## config.mk

```make
export PLATFORM = sky130hd
export DESIGN_NAME = mult_scheduler
export DESIGN_NICKNAME = d
export VERILOG_FILES = /design/src/rtl/mult_scheduler.sv
export SDC_FILE = /design/constraint.sdc
export NUM_CORES = 1
export LEC_CHECK = 0
export CELL_PAD_IN_SITES_DETAIL_PLACEMENT = 1
export CELL_PAD_IN_SITES_GLOBAL_PLACEMENT = 2
export CORE_MARGIN = 1.5
export CORE_UTILIZATION = 21
export CTS_CLUSTER_DIAMETER = 60
export DETAILED_ROUTE_END_ITERATION = 12
export PLACE_DENSITY = 0.92
export SYNTH_ARGS = -nofsm -noshare
export SYNTH_HDL_FRONTEND = slang
export SYNTH_SLANG_ARGS = --single-unit
```

## constraint.sdc

```tcl
create_clock -name clk -period 4.78 [get_ports clk]
set_clock_uncertainty 0.05 [all_clocks]
set_input_delay 0.956 -clock clk [delete_from_list [all_inputs] [get_ports clk]]
set_output_delay 0.956 -clock clk [all_outputs]
set_load 0.02 [all_outputs]
```

## src/rtl/mult_scheduler.sv

```systemverilog
// mult_scheduler: round-robin front end that shares one sequential multiplier
// between NREQ requesters. A single transaction is in flight at a time:
// grant -> start pulse -> wait for done -> hold response until accepted.
// Optional build macro: MULT_SCHED_TIMEOUT_EN adds a WAIT-state watchdog that
// aborts with rsp_err=1 and a zero product after TIMEOUT cycles.
//
// state   | meaning
// --------+---------------------------------------------------------------
// S_IDLE  | no transaction; arbiter may grant one requester
// S_ISSUE | one-cycle mult_start pulse with captured operands
// S_WAIT  | waiting for mult_done (or watchdog expiry when enabled)
// S_RESP  | response valid and held stable until rsp_ready

module mult_scheduler #(
  parameter int WIDTH   = 8,
  parameter int NREQ    = 4,
  parameter int TIMEOUT = 64
) (
  input  logic                      clk,
  input  logic                      rst_n,
  input  logic [NREQ-1:0]           req_valid,
  output logic [NREQ-1:0]           req_ready,
  input  logic [NREQ*WIDTH-1:0]     req_a,
  input  logic [NREQ*WIDTH-1:0]     req_b,
  output logic                      mult_start,
  output logic [WIDTH-1:0]          mult_a,
  output logic [WIDTH-1:0]          mult_b,
  input  logic                      mult_done,
  input  logic [2*WIDTH-1:0]        mult_product,
  output logic                      rsp_valid,
  input  logic                      rsp_ready,
  output logic [$clog2(NREQ)-1:0]   rsp_id,
  output logic [2*WIDTH-1:0]        rsp_product,
  output logic                      rsp_err,
  output logic                      busy
);

  localparam int IDW = $clog2(NREQ);

  localparam logic [1:0] S_IDLE  = 2'd0;
  localparam logic [1:0] S_ISSUE = 2'd1;
  localparam logic [1:0] S_WAIT  = 2'd2;
  localparam logic [1:0] S_RESP  = 2'd3;

  if (NREQ < 2 || NREQ > 8) begin : g_nreq_chk
    $error("mult_scheduler: NREQ must be in 2..8");
  end
  if (TIMEOUT < 1) begin : g_tmo_chk
    $error("mult_scheduler: TIMEOUT must be at least 1");
  end

  logic [1:0]       state;
  logic [IDW-1:0]   last_grant;
  logic [IDW-1:0]   grant_idx;
  logic [IDW-1:0]   cand;
  logic             grant_found;
  logic [WIDTH-1:0] a_arr [NREQ];
  logic [WIDTH-1:0] b_arr [NREQ];

  for (genvar i = 0; i < NREQ; i++) begin : g_unpack
    assign a_arr[i] = req_a[i*WIDTH +: WIDTH];
    assign b_arr[i] = req_b[i*WIDTH +: WIDTH];
  end

  // Round-robin search starting just after the last accepted requester.
  always_comb begin
    grant_idx   = '0;
    grant_found = 1'b0;
    cand        = '0;
    for (int k = 1; k <= NREQ; k++) begin
      cand = IDW'((int'(last_grant) + k) % NREQ);
      if (!grant_found && req_valid[cand]) begin
        grant_found = 1'b1;
        grant_idx   = cand;
      end
    end
  end

  // One-hot accept, only while idle; nothing is queued for a later cycle.
  always_comb begin
    req_ready = '0;
    if (state == S_IDLE && grant_found) req_ready[grant_idx] = 1'b1;
  end

  assign mult_start = (state == S_ISSUE);
  assign rsp_valid  = (state == S_RESP);
  assign busy       = (state != S_IDLE);

`ifdef MULT_SCHED_TIMEOUT_EN
  localparam int CW = $clog2(TIMEOUT + 1);
  logic [CW-1:0] tmo_cnt;
`else
  assign rsp_err = 1'b0;
`endif

  // Sequencer: capture on accept, pulse, wait for the multiplier, hold response.
  always_ff @(posedge clk) begin
    if (!rst_n) begin
      state       <= S_IDLE;
      last_grant  <= IDW'(NREQ - 1);
      rsp_id      <= '0;
      mult_a      <= '0;
      mult_b      <= '0;
      rsp_product <= '0;
`ifdef MULT_SCHED_TIMEOUT_EN
      rsp_err     <= 1'b0;
      tmo_cnt     <= '0;
`endif
    end else begin
      case (state)
        S_IDLE: begin
          if (grant_found) begin
            state      <= S_ISSUE;
            last_grant <= grant_idx;
            rsp_id     <= grant_idx;
            mult_a     <= a_arr[grant_idx];
            mult_b     <= b_arr[grant_idx];
          end
        end
        S_ISSUE: begin
          state <= S_WAIT;
`ifdef MULT_SCHED_TIMEOUT_EN
          // Down-counter reaches zero on the last allowed WAIT cycle.
          tmo_cnt <= CW'(TIMEOUT - 1);
`endif
        end
        S_WAIT: begin
          if (mult_done) begin
            rsp_product <= mult_product;
`ifdef MULT_SCHED_TIMEOUT_EN
            rsp_err     <= 1'b0;
`endif
            state       <= S_RESP;
          end
`ifdef MULT_SCHED_TIMEOUT_EN
          else if (tmo_cnt == '0) begin
            rsp_product <= '0;
            rsp_err     <= 1'b1;
            state       <= S_RESP;
          end else begin
            tmo_cnt <= tmo_cnt - CW'(1);
          end
`endif
        end
        S_RESP: begin
          if (rsp_ready) state <= S_IDLE;
        end
        default: state <= S_IDLE;
      endcase
    end
  end

endmodule

```

==> flow_summary.toml <==
[status]
status = "finished clean"

[critical_path]
worstPathArrival_ns = 3.05
start_kind = "primary input"
crit_slowest_cell = "clkdlybuf4s50_1"
crit_type = "in -> out"
cp_num_buf_inv = 4
reg2reg_depth = 6
cp-end-kind = "primary output"
slowest_delay_ns = 0.55
cp_max_fo = 15
cpLargestDelayFamily = "buffers and inverters"
required_ns = 3.77
cp.depth = 8
path_cells = "clkdlybuf4s50_1 -> nor2_2 -> a21oi_2 -> buf_4 -> o31ai_1 -> buf_4 -> nor2_1 -> clkdlybuf4s50_1"

[cts]
clock_sinks = 38
clockBufferDepth = 2
numCtsBuffers = 5
clk_pin_slew_ns = 0.08
ctsHtreeMaxLevel = 2
clk_latency_ns = 0.29
cts_hold_buf = 0
tritoncts = "built"
clock-root-buffer = "clkbuf_8"
post_cts_buffers = 0
cts_resized = 0

[sta]
slew_headroom = 0.595
post-route-period-util = 0.849
finalHoldViolations = 0
post-route-min-period_ns = 4.06
rsz0062_at_grt = "no"
timing.fmax_mhz = 246
report.final.slew_viol_count = 0
final-setup-viol-count = 0
tightestPinTransition_ns = 0.607
fin_tns_setup_ns = 0

[layout]
syn_to_final_growth_pct = 72.8
final_cell_mix = "clkdlybuf4s50_1 (128), nand2_1 (40), dfxtp_1 (38)"
final_common_cell = "clkdlybuf4s50_1"
n_antenna_cell = 0
nFillCells = 1143
nets = 451
drive_gt1_frac = 0.0919
fin_util = 0.373

[drt]
vias = 2211
route.detailed.drc = 0
wirelength_mm = 7.58
vias_per_cell = 4.49
ant_nets = 0
firstDrtPassIters = 4
wl_per_cell_um = 15.4
first_iter_violations = 31

[floorplan]
coreArea_um2 = 9770
rows = 36
die_w_um = 103
io_pins = 130
initial_core_util = 0.216
dieHeight_um = 103
die_area_um2 = 10600

[synth]
ys_warn_count = 0
ys_seq_elements = 38
synth.avg_cell_area_um2 = 9.01
ys_seq_area_frac = 0.361
synth_cells = 234
syn_area_um2 = 2110
yosysUniqueCellTypes = 36
synth_nets = 327

[power_and_ir_drop]
fin_total_pwr_uw = 1750
p_leak_uw = 0.00134
p_per_area_nw_per_um2 = 481
vdd_ir_drop_max_mv = 0.243

[place]
port_buffers = 128
place.gp.congestion = 0.768
dp_hpwl_mm = 6.00

[global_route]
antenna_found_initial = 0
grt_max_degree = 30
use_met2 = 0.271
grt_pass1_vias = 2342
grt.overflow.total = 0
grt_pass1_wl_mm = 11.8
grt-busiest-layer = "met2"
use_met1 = 0.165
grtUsageMet3 = 0.0302
grt_usage = 0.144

[flow_run]
max-cap-violations = 0

[hold_path]
min-delay-path-class = "reg -> reg"
hold_depth = 2
## Yosys cell counts (all sizes together)
library cell,number,area [um^2]
clkbuf,10,38.8
o21bai,1,7.51
nor2,11,46.3
nor4,1,6.26
ha,5,62.6
a221oi,1,15.0
nor3,1,16.3
o211a,1,10.0
inv,6,22.5
buf,8,76.3
a2bb2oi,1,15.0
conb,1,3.75
o21ai,13,68.8
a21oi,2,13.8
nand2,40,150
mux2i,25,250
a31oi,1,6.26
o22ai,1,6.26
o31ai,1,7.51
dfxtp,38,761
o221ai,6,52.6
nand3,9,45.0
nor2b,3,18.8
a211oi,19,193
a21boi,26,195
and2,2,12.5
nand3b,1,7.51
## cell families after synthesis
logic type	after synthesis	share of synthesized area
and+or+nand+nor	68	0.144
DFF	38	0.361
other	1	0.00178
buffers and inverters	24	0.0653
AOI/OAI and AO/OA	73	0.280
adders and majority gates	5	0.0297
muxes	25	0.119
## layout make-up
type	instances	area (um^2)	area share
sequential	38	761	0.209
clock inverter	2	60.1	0.0165
timing repair buffer	135	1330	0.366
multi-input combinational	172	1220	0.334
inverter	6	22.5	0.00618
tap	133	166	0.0457
clock buffer	6	82.6	0.0227
## flip-flops by register name (all words and copies together), names as in the netlist
signal,count
last_grant,2
state,2
rsp_id,2
mult_a,8
rsp_product,16
mult_b,8
## layer usage
metal,wire (um),vias to the layer above
li1,-,1080
met1,3250,1046
met2,3800,76
met3,419,9
met4,102,0
met5,0,-
## per-stage QoR
stage / std cells / hold slack, ns / worst slack [ns] / cell area [um^2]
floorplan: 234 / 0.477 / 1.64 / 2110
global placement: 484 / 0.392 / 0.795 / 3500
detailed placement: 484 / 0.405 / 0.721 / 3500
CTS: 492 / 0.417 / 0.716 / 3640
global route: 492 / 0.436 / 0.582 / 3640
finish: 492 / 0.408 / 0.720 / 3640
## power by group
group | internal [uW] | total, uW | switching (uW)
Sequential | 411 | 474 | 62.5
Clock | 223 | 343 | 120
Combinational | 431 | 934 | 503
Total | 1070 | 1750 | 685
## worst min-delay path: cells and delay by family (launching register included)
| kind | cells | cell delay (ns) |
|---|---|---|
| AOI/OAI and AO/OA | 1 | 0.05 |
| DFF | 1 | 0.31 |
| and+or+nand+nor | 1 | 0.05 |
## worst paths after layout
path | start | endpoint | slack, ns
max | req_valid[3] | req_ready[1] | 0.72
min | rsp_product[10] | rsp_product[10] | 0.41
max reg2reg | last_grant[1] | mult_a[6] | 2.30
min reg2reg | rsp_product[10] | rsp_product[10] | 0.41
No activity file was read; power rests on OpenSTA's default activity.
